## src/rtl/uart_pkg.sv

```systemverilog
// Shared types and helpers for the UART receive path.
//   rx_state_t : receiver FSM state encoding
//   baud_div   : clk cycles per oversampling tick, integer-truncated
package uart_pkg;

    typedef enum logic [2:0] {
        IDLE,
        START,
        DATA,
        PARITY,
        STOP
    } rx_state_t;

    function automatic int unsigned baud_div(
        input int unsigned clock_freq,
        input int unsigned baud_rate,
        input int unsigned ticks_per_bit
    );
        return clock_freq / (baud_rate * ticks_per_bit);
    endfunction

endpackage

```

## src/rtl/uart_rx_sync.sv

```systemverilog
// Two-flop synchroniser for the asynchronous serial line.
// Both flops reset to 1 so the line reads as idle out of reset.
// Ports:
//   clk  in   system clock
//   rst  in   asynchronous reset, active-high
//   d    in   asynchronous input
//   q    out  synchronised output
module uart_rx_sync (
    input  logic clk,
    input  logic rst,
    input  logic d,
    output logic q
);

    logic meta;

    always_ff @(posedge clk or posedge rst) begin
        if (rst) begin
            meta <= 1'b1;
            q    <= 1'b1;
        end else begin
            meta <= d;
            q    <= meta;
        end
    end

endmodule

```

## src/rtl/uart_rx_core.sv

```systemverilog
// UART receiver: oversampled start detection, LSB-first deserialisation and a
// valid/ready output register carrying frame, parity and overrun error flags.
// Optional parity bit enabled by defining UART_RX_PARITY_EN.
// Ports:
//   clk          in   system clock
//   rst          in   asynchronous reset, active-high
//   rx_in        in   serial line, asynchronous, idles high
//   dout         out  received word, valid while rx_valid = 1
//   rx_valid     out  word available
//   rx_ready     in   consumer accepts word when rx_valid && rx_ready
//   frame_err    out  stop bit sampled 0 (qualified by rx_valid)
//   parity_err   out  parity mismatch (qualified by rx_valid), 0 without parity
//   overrun_err  out  sticky: a word was overwritten before being accepted
//   busy         out  receiver FSM not idle
module uart_rx_core
    import uart_pkg::*;
#(
    parameter int unsigned TICKS_PER_BIT = 16,
    parameter int unsigned DATA_WIDTH    = 8,
    parameter int unsigned BAUD_RATE     = 115_200,
    parameter int unsigned CLOCK_FREQ    = 100_000_000,
    parameter int unsigned PARITY_ODD    = 0
) (
    input  logic                  clk,
    input  logic                  rst,
    input  logic                  rx_in,
    output logic [DATA_WIDTH-1:0] dout,
    output logic                  rx_valid,
    input  logic                  rx_ready,
    output logic                  frame_err,
    output logic                  parity_err,
    output logic                  overrun_err,
    output logic                  busy
);

    localparam int unsigned DIV   = baud_div(CLOCK_FREQ, BAUD_RATE, TICKS_PER_BIT);
    localparam int unsigned DIV_W = (DIV > 1) ? $clog2(DIV) : 1;
    localparam int unsigned S_W   = $clog2(TICKS_PER_BIT);
    localparam int unsigned N_W   = $clog2(DATA_WIDTH + 1);

    localparam logic [DIV_W-1:0] DIV_LAST = DIV_W'(DIV - 1);
    localparam logic [S_W-1:0]   S_HALF   = S_W'(TICKS_PER_BIT / 2 - 1);
    localparam logic [S_W-1:0]   S_FULL   = S_W'(TICKS_PER_BIT - 1);
    localparam logic [N_W-1:0]   N_LAST   = N_W'(DATA_WIDTH - 1);

    if (TICKS_PER_BIT < 4 || (TICKS_PER_BIT % 2) != 0 || DIV < 1 ||
        DATA_WIDTH < 2 || PARITY_ODD > 1) begin : g_cfg_bad
        $error("uart_rx_core: unsupported parameter combination");
    end

    // ------------------------------------------------------------------
    // Line synchroniser and edge history
    // ------------------------------------------------------------------
    logic rx_s;
    logic rx_prev;

    uart_rx_sync u_sync (
        .clk (clk),
        .rst (rst),
        .d   (rx_in),
        .q   (rx_s)
    );

    always_ff @(posedge clk or posedge rst) begin
        if (rst) rx_prev <= 1'b1;
        else     rx_prev <= rx_s;
    end

    // ------------------------------------------------------------------
    // State registers
    // ------------------------------------------------------------------
    rx_state_t             state, state_n;
    logic [S_W-1:0]        s_cnt, s_cnt_n;
    logic [N_W-1:0]        n_cnt, n_cnt_n;
    logic [DATA_WIDTH-1:0] shreg, shreg_n;
    logic                  break_hold, break_hold_n;
    logic                  par_bit, par_bit_n;
    logic                  done;

    // ------------------------------------------------------------------
    // Oversampling tick generator; held at zero while idle so every frame
    // starts its tick phase from the detected falling edge.
    // ------------------------------------------------------------------
    logic [DIV_W-1:0] div_cnt;
    logic             tick;

    assign tick = (state != IDLE) && (div_cnt == DIV_LAST);

    always_ff @(posedge clk or posedge rst) begin
        if (rst)                        div_cnt <= '0;
        else if (state == IDLE || tick) div_cnt <= '0;
        else                            div_cnt <= div_cnt + 1'b1;
    end

    always_ff @(posedge clk or posedge rst) begin
        if (rst) begin
            state      <= IDLE;
            s_cnt      <= '0;
            n_cnt      <= '0;
            shreg      <= '0;
            break_hold <= 1'b0;
            par_bit    <= 1'b0;
        end else begin
            state      <= state_n;
            s_cnt      <= s_cnt_n;
            n_cnt      <= n_cnt_n;
            shreg      <= shreg_n;
            break_hold <= break_hold_n;
            par_bit    <= par_bit_n;
        end
    end

    // ------------------------------------------------------------------
    // Next-state logic
    // ------------------------------------------------------------------
    always_comb begin
        state_n      = state;
        s_cnt_n      = s_cnt;
        n_cnt_n      = n_cnt;
        shreg_n      = shreg;
        break_hold_n = break_hold;
        par_bit_n    = par_bit;
        done         = 1'b0;

        unique case (state)
            IDLE: begin
                // A low stop bit leaves the guard set until the line is seen high.
                if (rx_s) break_hold_n = 1'b0;
                if (!break_hold && rx_prev && !rx_s) begin
                    state_n = START;
                    s_cnt_n = '0;
                end
            end

            START: begin
                if (tick) begin
                    if (s_cnt == S_HALF) begin
                        s_cnt_n = '0;
                        n_cnt_n = '0;
                        state_n = rx_s ? IDLE : DATA;
                    end else begin
                        s_cnt_n = s_cnt + 1'b1;
                    end
                end
            end

            DATA: begin
                if (tick) begin
                    if (s_cnt == S_FULL) begin
                        s_cnt_n = '0;
                        shreg_n = {rx_s, shreg[DATA_WIDTH-1:1]};
                        if (n_cnt == N_LAST) begin
`ifdef UART_RX_PARITY_EN
                            state_n = PARITY;
`else
                            state_n = STOP;
`endif
                        end else begin
                            n_cnt_n = n_cnt + 1'b1;
                        end
                    end else begin
                        s_cnt_n = s_cnt + 1'b1;
                    end
                end
            end

`ifdef UART_RX_PARITY_EN
            PARITY: begin
                if (tick) begin
                    if (s_cnt == S_FULL) begin
                        s_cnt_n   = '0;
                        par_bit_n = rx_s;
                        state_n   = STOP;
                    end else begin
                        s_cnt_n = s_cnt + 1'b1;
                    end
                end
            end
`endif

            STOP: begin
                if (tick) begin
                    if (s_cnt == S_FULL) begin
                        s_cnt_n      = '0;
                        state_n      = IDLE;
                        done         = 1'b1;
                        break_hold_n = ~rx_s;
                    end else begin
                        s_cnt_n = s_cnt + 1'b1;
                    end
                end
            end

            default: state_n = IDLE;
        endcase
    end

    assign busy = (state != IDLE);

    // ------------------------------------------------------------------
    // Output register with valid/ready handshake and overrun tracking
    // ------------------------------------------------------------------
    logic pe_new;

`ifdef UART_RX_PARITY_EN
    assign pe_new = (^shreg ^ par_bit) != (PARITY_ODD != 0);
`else
    assign pe_new = 1'b0;
`endif

    always_ff @(posedge clk or posedge rst) begin
        if (rst) begin
            dout        <= '0;
            rx_valid    <= 1'b0;
            frame_err   <= 1'b0;
            parity_err  <= 1'b0;
            overrun_err <= 1'b0;
        end else if (done) begin
            // Completion coinciding with accept hands off the old word and
            // loads the new one without flagging an overrun.
            dout        <= shreg;
            frame_err   <= ~rx_s;
            parity_err  <= pe_new;
            rx_valid    <= 1'b1;
            overrun_err <= rx_valid && !rx_ready;
        end else if (rx_valid && rx_ready) begin
            rx_valid    <= 1'b0;
            overrun_err <= 1'b0;
        end
    end

endmodule

```

## config.mk

```make
export PLATFORM = sky130hd
export DESIGN_NAME = uart_rx_core
export DESIGN_NICKNAME = d
export VERILOG_FILES = /design/src/rtl/uart_pkg.sv /design/src/rtl/uart_rx_sync.sv /design/src/rtl/uart_rx_core.sv
export SDC_FILE = /design/constraint.sdc
export NUM_CORES = 1
export LEC_CHECK = 0
export CAP_MARGIN = 0
export CORE_ASPECT_RATIO = 2
export CORE_MARGIN = 2
export CORE_UTILIZATION = 25
export CTS_CLUSTER_DIAMETER = 150
export DETAILED_ROUTE_END_ITERATION = 8
export PLACE_DENSITY = 0.47
export RECOVER_POWER = 25
export SETUP_SLACK_MARGIN = 0.3
export SLEW_MARGIN = 20
export SYNTH_ARGS = -nofsm -noshare
export SYNTH_HDL_FRONTEND = slang
export SYNTH_SLANG_ARGS = --single-unit
```

## constraint.sdc

```tcl
create_clock -name clk -period 1.9 [get_ports clk]
set_input_delay 0.38 -clock clk [delete_from_list [all_inputs] [get_ports clk]]
set_output_delay 0.38 -clock clk [all_outputs]
set_load 0.02 [all_outputs]
```

# ---- Word-level counts from Yosys, hierarchy flattened
# Cells that the tools add are included.
dict set report totals {
  n_memories 0
  romBits 0
  latchBits 0
  inputBits 4
  word_cells 89
  register_bits 40
  out_inout_bits 13
  ram_bits 0
}
dict set report op_classes {
  eq_ne 18
  div_mod_pow 0
  n_lt_le_gt_ge 0
  bitwise 1
  shift 0
  n_mul 0
  add_sub_neg 3
  reduce_logical 21
  n_mux 33
}
# operator count
set op_table {}
lappend op_table {{2-to-1 mux 4 bit} 10}
lappend op_table {{2-to-1 mux 3 bit} 8}
lappend op_table {{inequality test 2 bit (second input constant)} 8}
lappend op_table {{one-hot mux 3 bit (4 select lines)} 1}
lappend op_table {{one-hot mux 4 bit (3 select lines)} 1}
lappend op_table {{2-to-1 mux 1 bit} 9}
lappend op_table {{adder 4 x 1 -> 4 bit (second input constant)} 2}
lappend op_table {{== test 4 x 3 -> 1 bit (second input constant)} 2}
lappend op_table {{one-hot mux 4 bit (2 select lines)} 1}
lappend op_table {{AND reduction 4 bit} 2}
lappend op_table {{AND reduction 8 bit} 1}
lappend op_table {{adder 6 x 1 -> 6 bit (second input constant)} 1}
lappend op_table {{== test 6 bit (second input constant)} 1}
lappend op_table {{2-to-1 mux 6 bit} 1}
lappend op_table {{inequality test 2 x 1 -> 1 bit (second input constant)} 3}
lappend op_table {{AND reduction 6 bit} 1}
lappend op_table {{nonzero test 2 bit} 3}
lappend op_table {{nonzero test 3 bit} 2}
lappend op_table {{logical AND 1 bit} 5}
lappend op_table {{== test 4 bit (second input constant)} 1}
lappend op_table {{== test 3 x 1 -> 1 bit (second input constant)} 1}
lappend op_table {{== test 3 x 2 -> 1 bit (second input constant)} 1}
lappend op_table {{== test 3 bit (second input constant)} 1}
lappend op_table {{zero test 1 bit} 3}
lappend op_table {{other kinds (7)} 7}

# ---- Logic depth before layout (Yosys ltp)
# Gate-level depths: netlist of the first run.
dict set report logic_depth {
  word_depth 5
  depth_mapped 8
  depth_no_buf 7
}

# ---- Hierarchy
# From an unflattened synthesis of the first run, not the netlist that was laid out.
dict set report unflattened {
  cells_unflattened 182
  area_unflattened_um2 1873.0
}
# mod area_per_inst_um2 cells_per_inst seq_area_each_um2 instances
set modules_own_cells {}
lappend modules_own_cells {uart_rx_core 1816.7 179 952.2 1}
lappend modules_own_cells {uart_rx_sync 56.3 3 52.6 1}

# ---- Worst setup path before layout of the first run
# No wires, ideal clock.
dict set report synth_timing {
  path_kind {register -> register}
  start {register div_cnt[1]}
  end {register shreg[0]}
  slack_ns 0.023
  synth_period_minus_slack_ns 1.877
  setup_time_ns 0.125
  path_buffers 0
  path_stages_with_launch 7
  required_ns 1.775
  arrival_ns 1.752
  path_cell_list {dfrtp_1 > inv_1 > ha_1 > nand2_1 > or2_2 > nor3_4 > mux2_2}
}
dict set report synth_between {
  elab_chain_cells 3
}
# item line_no
set synth_rtl {}
lappend synth_rtl {{start, declared} uart_rx_core.sv:84} ;# logic [DIV_W-1:0] div_cnt;
lappend synth_rtl {{start signal, assigned} uart_rx_core.sv:92} ;# else div_cnt <= div_cnt + 1'b1;
lappend synth_rtl {{== test 6 bit} uart_rx_core.sv:87} ;# assign tick = (state != IDLE) && (div_cnt == DIV_LAST);
lappend synth_rtl {{logical AND 1 bit} uart_rx_core.sv:87}
lappend synth_rtl {{AND reduction 3 bit (no source line)} --}
lappend synth_rtl {{end signal, assigned} uart_rx_core.sv:107} ;# shreg <= shreg_n;
lappend synth_rtl {{end, declared} uart_rx_core.sv:75} ;# logic [DATA_WIDTH-1:0] shreg, shreg_n;
# No other way between the ends.
# A chain may end at the register's enable or synchronous reset.

# ---- Worst setup path after layout of the first run
dict set report layout_timing {
  start {register rx_prev}
  end {register s_cnt[3]}
}
dict set report layout_between {
  elab_chain_cells 4
}
# item line_no
set layout_rtl {}
lappend layout_rtl {{start, declared} uart_rx_core.sv:55} ;# logic rx_prev;
lappend layout_rtl {{start signal, assigned} uart_rx_core.sv:66} ;# else rx_prev <= rx_s;
lappend layout_rtl {{logical AND 1 bit (2 in series)} uart_rx_core.sv:129} ;# if (!break_hold && rx_prev && !rx_s) begin
lappend layout_rtl {{inequality test 2 x 1 -> 1 bit (no source line)} --}
lappend layout_rtl {{AND reduction 4 bit (no source line)} --}
lappend layout_rtl {{end signal, assigned} uart_rx_core.sv:105} ;# s_cnt <= s_cnt_n;
lappend layout_rtl {{end, declared} uart_rx_core.sv:73} ;# logic [S_W-1:0] s_cnt, s_cnt_n;
# No other way between the ends.

==> results.txt, run 1 <==
----------------------------------------------------
[Cells and area]
  Ant diodes ... 0
  Filler Cells Inserted ... 769
  Total Nets Final ... 230
  Share of layout cells above drive strength 1 ... approximately 44%
  Commonest cells after routing, fill and taps aside ... sky130_fd_sc_hd__dfrtp_1 (34), sky130_fd_sc_hd__buf_4 (22), sky130_fd_sc_hd__nand2_1 (14), sky130_fd_sc_hd__mux2_2 (14), sky130_fd_sc_hd__nor2_1 (13)
  Most common library cell in the layout ignoring fill and taps ... sky130_fd_sc_hd__dfrtp_1
  Area growth syn-to-layout ... 45.82%

[Min path]
  Tightest Hold Check Type ... flip-flop to flip-flop
  WHS Path Cells ... 0
  Worst hold endpoint ... u_sync.q
  Startpoint of the lowest-slack hold path ... u_sync.meta

[Critical path]
  Max incr delay on CP ... around 0.55 ns
  Critical path startpoint category ... flip-flop
  Number of buffers and inverters on the critical path ... 0
  Reg-to-reg critical path endpoint ... s_cnt[3]
  CP Capture Type ... flip-flop
  Worst setup path category ... flip-flop to flip-flop
  FF-to-FF Start ... rx_prev
  Peak fanout along the critical path ... 3
  Worst-path cell chain ... or4b_4 > o21ai_4 > a21oi_4 > or4_4 > nand3_2
  Delay-heaviest family, CP ... simple AND/OR/NAND/NOR gates
  Arrival time of the worst setup path ... ~2.0 ns
  Setup slack, reg-to-reg ... between 0.1 and 0.15 ns
  Cells on worst reg2reg path ... 5
  Levels on crit path ... 5
  Crit path required time ... 2.12 ns
  Master of the slowest instance on the critical path ... sky130_fd_sc_hd__dfstp_2

[Clocking]
  Number of levels in the clock H-tree ... 2
  Cts-stage hold buffer count ... 0
  Clock tree from TritonCTS ... done
  Clk sinks ... 40
  Clock root cell ... sky130_fd_sc_hd__clkbuf_16
  TritonCTS Buffers ... 5
  Clk pin slew, worst setup/hold paths ... 0.06 ns
  Largest buffer count on any clock path ... 2
  Clk Latency, worst-skew pair ... 0.28 ns

[Logic synthesis]
  Share of the yosys chip area belonging to registers ... 52.04%
  Number of cells produced by synthesis ... 176
  Async set or reset register ratio after synthesis ... 100.0%
  Post-synth top area share ... 47.96%
  Cell type with the largest total area after synthesis ... sky130_fd_sc_hd__dfrtp_1
  Count of yosys warnings during synthesis ... 0
  Leading cell types by total area after synthesis ... sky130_fd_sc_hd__dfrtp_1 (48%), sky130_fd_sc_hd__mux2_2 (9.9%), sky130_fd_sc_hd__dfstp_2 (4.1%)
  Net count after synthesis ... 184
  Count of distinct cell types in the synthesized netlist ... 47
  Number of flops mapped to enable cells by yosys ... 0
  Mean instance size in the synthesized netlist ... 10.97 sq um
  Flip-flop cell with the highest count after synthesis ... sky130_fd_sc_hd__dfrtp_1
  Post-synthesis instance area ... 1931 sq um
  Flops & latches, synth ... 40

[GRT]
  Met3 Track Usage GR ... 1.580%
  Largest net degree at the start of global routing ... 41
  Number of global-route vias before repair ... approximately 1.6k
  Global routing usage on met2 ... 23.71%
  Overall Global Routing Usage ... approximately an eighth
  Layer carrying the most global-route usage ... met2
  First-pass GRT wire length ... 7886 um
  Number of antenna violations at the first check in global routing ... 0
  Aggregate global routing overflow ... 0
  Grt met1 use ... 12.34%

[Power and ir drop]
  Leak pwr ... 1.324 nW
  P_int ... 0.001928 W
  Total power divided by cell area ... 951.6 nW/um^2
  Net Sw Frac ... 28.05%
  Flop pwr share ... about two fifths
  Worst-case vdd ir drop ... a little over 0.7 mV
  Combinational cell fraction of total power ... 21.6%
  Net switching power figure ... 0.0007513 W
  Sum of internal, switching and leakage power ... 0.002679 W
  Clock network fraction of design power ... between 30% and 40%

[Timing]
  Final critical path time including I/O delays and setup ... 1.781 ns
  Clock skew after layout ... 0.006710 ns
  Final setup vio count ... 0
  Number of slew-limit violations in the final report ... 0
  Final Hold Violating Endpoints ... 0
  Fraction of the cycle the final worst path needs ... 93.72%
  Worst rel slew slack ... about a third
  Slew of the pin with the lowest slew margin ... between 1 and 1.5 ns
  Setup tns final ... 0 ns
  Upper clock frequency limit ... 561.6 MHz
  Setup repair after global routing missed its margin ... true
  Minimum setup slack in the final design ... 0.1194 ns

[Floorplan]
  Placeable Area ... 7545 sq um
  Die Width ... 66.14 um
  Ports ... 17
  Area of the die ... ~8500 sq um
  Initial Utilization ... 25.59%
  Standard-cell row count ... 45
  Die Y-Extent ... 128.3 um

[Drt]
  Vias per inst ... 4.685
  Count of TritonRoute iterations in the first routing pass ... 4
  Antenna Violating Nets Remaining ... 0
  Average routed wire per standard cell ... 15.14 um
  Number of DRC violations after detailed routing ... 0
  Post-Route WL ... approximately 4800 um
  Iteration-0 DRC count of the detailed router ... 22
  Number of vias after detailed routing ... 1,485

[Place]
  I/O Buffers ... 15
  Placer congestion estimate ... just under 0.9
  Post-DP HPWL ... 3488 um
  Post-Place Worst Slack ... roughly 0.10 ns

[Status]
  Result of the run ... completed

[Run]
  Maxcap violations ... 0

----------------------------------------------------
[routing by layer]
layer	vias up	share of wire (%)
met3	12	1.6
met5	-	0
met4	0	4.7
li1	720	-
met1	732	33
met2	21	60
[power groups by stage]
stage / clock network, W / logic [W] / registers, W
after floorplan: 0 / 0.000350 / 0.00107
after global placement: 0 / 0.000468 / 0.00109
after detailed placement: 0 / 0.000477 / 0.00110
after CTS: 0.00105 / 0.000540 / 0.00107
after global routing: 0.00109 / 0.000658 / 0.00109
final: 0.00103 / 0.000578 / 0.00108
[synthesized netlist by cell type, drive strengths merged (2+ instances only)]
library cell and n:
buf 5, nor3b 2, xnor2 2, a21o 2, nor2 15, nand3b 3, nand2b 2, o41ai 2
dfrtp 37, o2bb2ai 3, o21ai 12, inv 6, a21oi 4, dfstp 3, ha 4, nand2 16
nand3 10, mux2 17, or2 3, nor3 5, mux2i 2, xor2 3
[how the worst max path moves through the flow]
stage                    start  slack [ns]         end
global route               rst        0.06  div_cnt[0]
detailed placement    state[0]        0.10    n_cnt[3]
finish                 rx_prev        0.12    s_cnt[3]
global placement      state[0]         0.1    n_cnt[3]
floorplan           div_cnt[1]        0.18    shreg[0]
CTS                    rx_prev        0.10    s_cnt[3]
[final cells by class]
cell class	instances	area, sq um	area share, %
clock buffer	7	152.6	5.422
clock inverter	1	30.03	1.067
inverter	6	22.52	0.8000
multi-input combinational	124	1095	38.89
sequential	40	1008	35.82
tap	94	117.6	4.178
timing repair buffer	45	389.1	13.82
[registers in the layout (all words and copies together) (netlist names), 3 cells and up]
| name | count |
|---|---|
| div_cnt | 6 |
| dout | 8 |
| state | 3 |
| n_cnt | 4 |
| s_cnt | 4 |
| shreg | 8 |
[cells by family after synthesis]
| kind of cell | after synthesis | share of synthesized area (%) |
|---|---|---|
| buffers and inverters | 12 | 2.787 |
| other | 1 | 0.1942 |
| xor gates and xnor gates | 5 | 2.269 |
| muxes | 19 | 10.95 |
| AOI/OAI and AO/OA | 33 | 12.12 |
| DFF | 40 | 52.04 |
| adders and majority gates | 4 | 2.592 |
| and+or+nand+nor | 62 | 17.05 |
[stage by stage]
step | cell area, sq um | std cells | hold slack (ns) | utilization, %
after floorplan | 2029 | 176 | 0.3452 | -
after global placement | 2427 | 298 | 0.3472 | 32.17
after detailed placement | 2427 | 298 | 0.3472 | 32.17
after CTS | 2704 | 313 | 0.3558 | 35.84
after global routing | 2815 | 317 | 0.3629 | 37.31
final | 2815 | 317 | 0.3571 | 37.31
[timing repair]
action / in CTS / in global routing
gates resized for setup: 25 / 31
pin swaps: 4 / 9
endpoints found under the setup margin: 42 / 31
buffers inserted: 7 / 4
No activity file was read; power rests on OpenSTA's default activity.
==> inputs of run 2 (changes only) <==
--- a/config.mk
+++ b/config.mk
@@ -14,6 +14,7 @@
 export PLACE_DENSITY = 0.47
 export RECOVER_POWER = 25
 export SETUP_SLACK_MARGIN = 0.3
+export SKIP_CTS_REPAIR_TIMING = 1
 export SLEW_MARGIN = 20
 export SYNTH_ARGS = -nofsm -noshare
 export SYNTH_HDL_FRONTEND = slang
==> run 2 against run 1 <==
  * Core utilization fell by 0.23 points
  * Critical endpoint is now s_cnt[2]
  * Via count fell by 0.20%
  * Combinational power fell by 3%
  * Largest cell class unchanged
  * Critical path type unchanged
  * Highest routed layer unchanged
  * Register-to-register slack worse by 0.03 ns
  * Clock power is essentially flat
  * Die area did not move
==> results.txt, run 2 (synthesis gave the netlist of run 1 again) <==
----------------------------------------------------
[Floorplan]
  Die Y-Extent ... 128.3 um (unchanged)
  Placeable Area ... 7545 sq um (unchanged)
  Die Width ... 66.14 um (unchanged)
  Area of the die ... 8484 sq um (unchanged)
  Ports ... 17 (unchanged)
  Initial Utilization ... 25.59% (unchanged)
  Standard-cell row count ... 45 (unchanged)

[Clocking]
  TritonCTS Buffers ... 5 (unchanged)
  Number of levels in the clock H-tree ... 2 (unchanged)
  Clock tree from TritonCTS ... done (unchanged)
  Clk pin slew, worst setup/hold paths ... 0.06 ns (about the same)
  Clk Latency, worst-skew pair ... 0.28 ns (about the same)
  Clk sinks ... 40 (unchanged)
  Largest buffer count on any clock path ... 2 (unchanged)
  Clock root cell ... sky130_fd_sc_hd__clkbuf_16 (unchanged)

[GRT]
  First-pass GRT wire length ... 7776 um (was 7886 um)
  Number of antenna violations at the first check in global routing ... 0 (unchanged)
  Aggregate global routing overflow ... 0 (unchanged)
  Overall Global Routing Usage ... 12.56% (was 12.75%)
  Number of global-route vias before repair ... 1,556 (was 1,600)
  Largest net degree at the start of global routing ... 41 (unchanged)

[Cells and area]
  Filler Cells Inserted ... 772 (was 769)
  Fin area ... 2798 sq um (was 2815 sq um)
  Most common library cell in the layout ignoring fill and taps ... sky130_fd_sc_hd__dfrtp_1 (unchanged)
  Multi-input combinational cell area ... 1057 sq um (was 1095 sq um)
  Registers with the highest flip-flop counts ... dout (8), shreg (8), div_cnt (6) (unchanged)
  FF/Latch Area ... 1010 sq um (was 1008 sq um)
  Commonest cells after routing, fill and taps aside ... sky130_fd_sc_hd__dfrtp_1 (33), sky130_fd_sc_hd__buf_4 (21), sky130_fd_sc_hd__nand2_1 (15), sky130_fd_sc_hd__mux2_2 (14), sky130_fd_sc_hd__nor2_1 (13) (was sky130_fd_sc_hd__dfrtp_1 (34), sky130_fd_sc_hd__buf_4 (22), sky130_fd_sc_hd__nand2_1 (14), sky130_fd_sc_hd__mux2_2 (14), sky130_fd_sc_hd__nor2_1 (13))
  Ant diodes ... 0 (unchanged)
  Area growth syn-to-layout ... 44.91% (was 45.82%)
  Total Nets Final ... 227 (was 230)
  Share of layout cells above drive strength 1 ... 40.45% (was 44.39%)

[Timing]
  Setup repair after global routing missed its margin ... true (unchanged)
  Upper clock frequency limit ... 552.2 MHz (was 561.6 MHz)
  Final critical path time including I/O delays and setup ... 1.811 ns (was 1.781 ns)
  Worst rel slew slack ... 33.25% (was 33.02%)
  Number of slew-limit violations in the final report ... 0 (unchanged)
  Final Hold Violating Endpoints ... 0 (unchanged)
  Minimum setup slack in the final design ... 0.08894 ns (was 0.1194 ns)
  Final setup vio count ... 0 (unchanged)
  Slew of the pin with the lowest slew margin ... 1.001 ns (was 1.005 ns)
  Clock skew after layout ... 0.005669 ns (was 0.006710 ns)
  Fraction of the cycle the final worst path needs ... 95.32% (was 93.72%)

[Drt]
  Vias per inst ... 4.720 (was 4.685)
  Count of TritonRoute iterations in the first routing pass ... 4 (unchanged)
  Post-Route WL ... 4744 um (was 4800 um)
  Antenna Violating Nets Remaining ... 0 (unchanged)
  Number of vias after detailed routing ... 1,482 (was 1,485)
  Average routed wire per standard cell ... 15.11 um (was 15.14 um)
  Iteration-0 DRC count of the detailed router ... 13 (was 22)
  Number of DRC violations after detailed routing ... 0 (unchanged)

[Power and ir drop]
  Worst-case vdd ir drop ... 0.7038 mV (was 0.7057 mV)
  Leak pwr ... 1.442 nW (was 1.324 nW)
  Total power divided by cell area ... 955.0 nW/um^2 (was 951.6 nW/um^2)

[Min path]
  Tightest Hold Check Type ... flip-flop to flip-flop (unchanged)

[Place]
  Area after DPL ... 2427 sq um (unchanged)
  Post-DP HPWL ... 3488 um (unchanged)
  Placer congestion estimate ... 0.8806 (unchanged)
  I/O Buffers ... 15 (unchanged)
  Post-Place Worst Slack ... 0.1009 ns (unchanged)

[Critical path]
  Critical path startpoint category ... flip-flop (unchanged)
  Arrival time of the worst setup path ... 1.97 ns (was 2.00 ns)
  Worst setup path category ... flip-flop to flip-flop (unchanged)
  Crit path required time ... 2.06 ns (was 2.12 ns)
  CP Capture Type ... flip-flop (unchanged)
  Peak fanout along the critical path ... 9 (was 3)

[Status]
  Result of the run ... completed (unchanged)

[Run]
  Maxcap violations ... 0 (unchanged)

----------------------------------------------------
-- run 2: cell types whose count changed in the layout (fill, tap and decap cells not counted), moves of 2 or more --
cell	delta
sky130_fd_sc_hd__dlymetal6s2s_1	+12
sky130_fd_sc_hd__o21ai_2	-4
sky130_fd_sc_hd__o21ai_1	+2
sky130_fd_sc_hd__dlygate4sd2_1	-11
sky130_fd_sc_hd__o21ai_0	+2
sky130_fd_sc_hd__buf_6	-2
-- run 2: power breakdown --
part           internal (W)  switching, W
Clock              0.000691      0.000333
Sequential         0.000954      0.000132
Combinational      0.000277      0.000284
Total               0.00192      0.000749
-- run 2: path summary, 6_finish.rpt --
path / depth (start not counted) / slack (ns) / end / startpoint
worst max-delay path: 6 / 0.09 / s_cnt[2] / state[2]
worst min-delay path: 0 / 0.36 / u_sync.q / u_sync.meta
worst max register to register: 6 / 0.09 / s_cnt[2] / state[2]
worst min register to register: 0 / 0.36 / u_sync.q / u_sync.meta
max in group asynchronous: 3 / 0.35 / div_cnt[0] / rst
min in group asynchronous: 3 / 0.85 / dout[1] / rst
-- run 2: final cells by class --
class                   instances  share of cell area [%]
multi-input cells             124                   37.79
clock inverters                 1                   1.073
well taps                      94                   4.204
inverters                       6                  0.8050
flip-flops and latches         40                   36.09
repair buffers                 42                   14.58
clock buffers                   7                   5.456
-- run 2: worst max-delay path, cell delays in order, from the launching register on --
cell	delay [ns]
sky130_fd_sc_hd__dfrtp_2	0.47
sky130_fd_sc_hd__buf_4	0.18
sky130_fd_sc_hd__xor2_1	0.14
sky130_fd_sc_hd__o21ai_1	0.35
sky130_fd_sc_hd__nor2_1	0.11
sky130_fd_sc_hd__o311ai_2	0.31
sky130_fd_sc_hd__o41ai_2	0.12
-- run 2: per-layer routing --
| metal | GRT usage, % | up-vias | wire (um) | share of wire, % |
|---|---|---|---|---|
| li1 | - | 709 | - | - |
| met1 | 12.29 | 726 | 1572 | 33 |
| met2 | 23.12 | 32 | 2821 | 59 |
| met3 | 1.580 | 15 | 94 | 2.0 |
| met4 | 8.884 | 0 | 255 | 5.4 |
| met5 | 0 | - | 0 | 0 |
-- run 2: per-stage QoR --
stage                     total power (W)  hold WS (ns)  TNS [ns]  utilization, %  std cells
after global routing             0.002823        0.3640         0           37.08        314
after global placement           0.001563        0.3472         0           32.17        298
after CTS                        0.002613        0.3558   -0.1396           34.59        306
after floorplan                  0.001420        0.3452         0               -        176
final                            0.002672        0.3575         0           37.08        314
after detailed placement         0.001574        0.3472         0           32.17        298
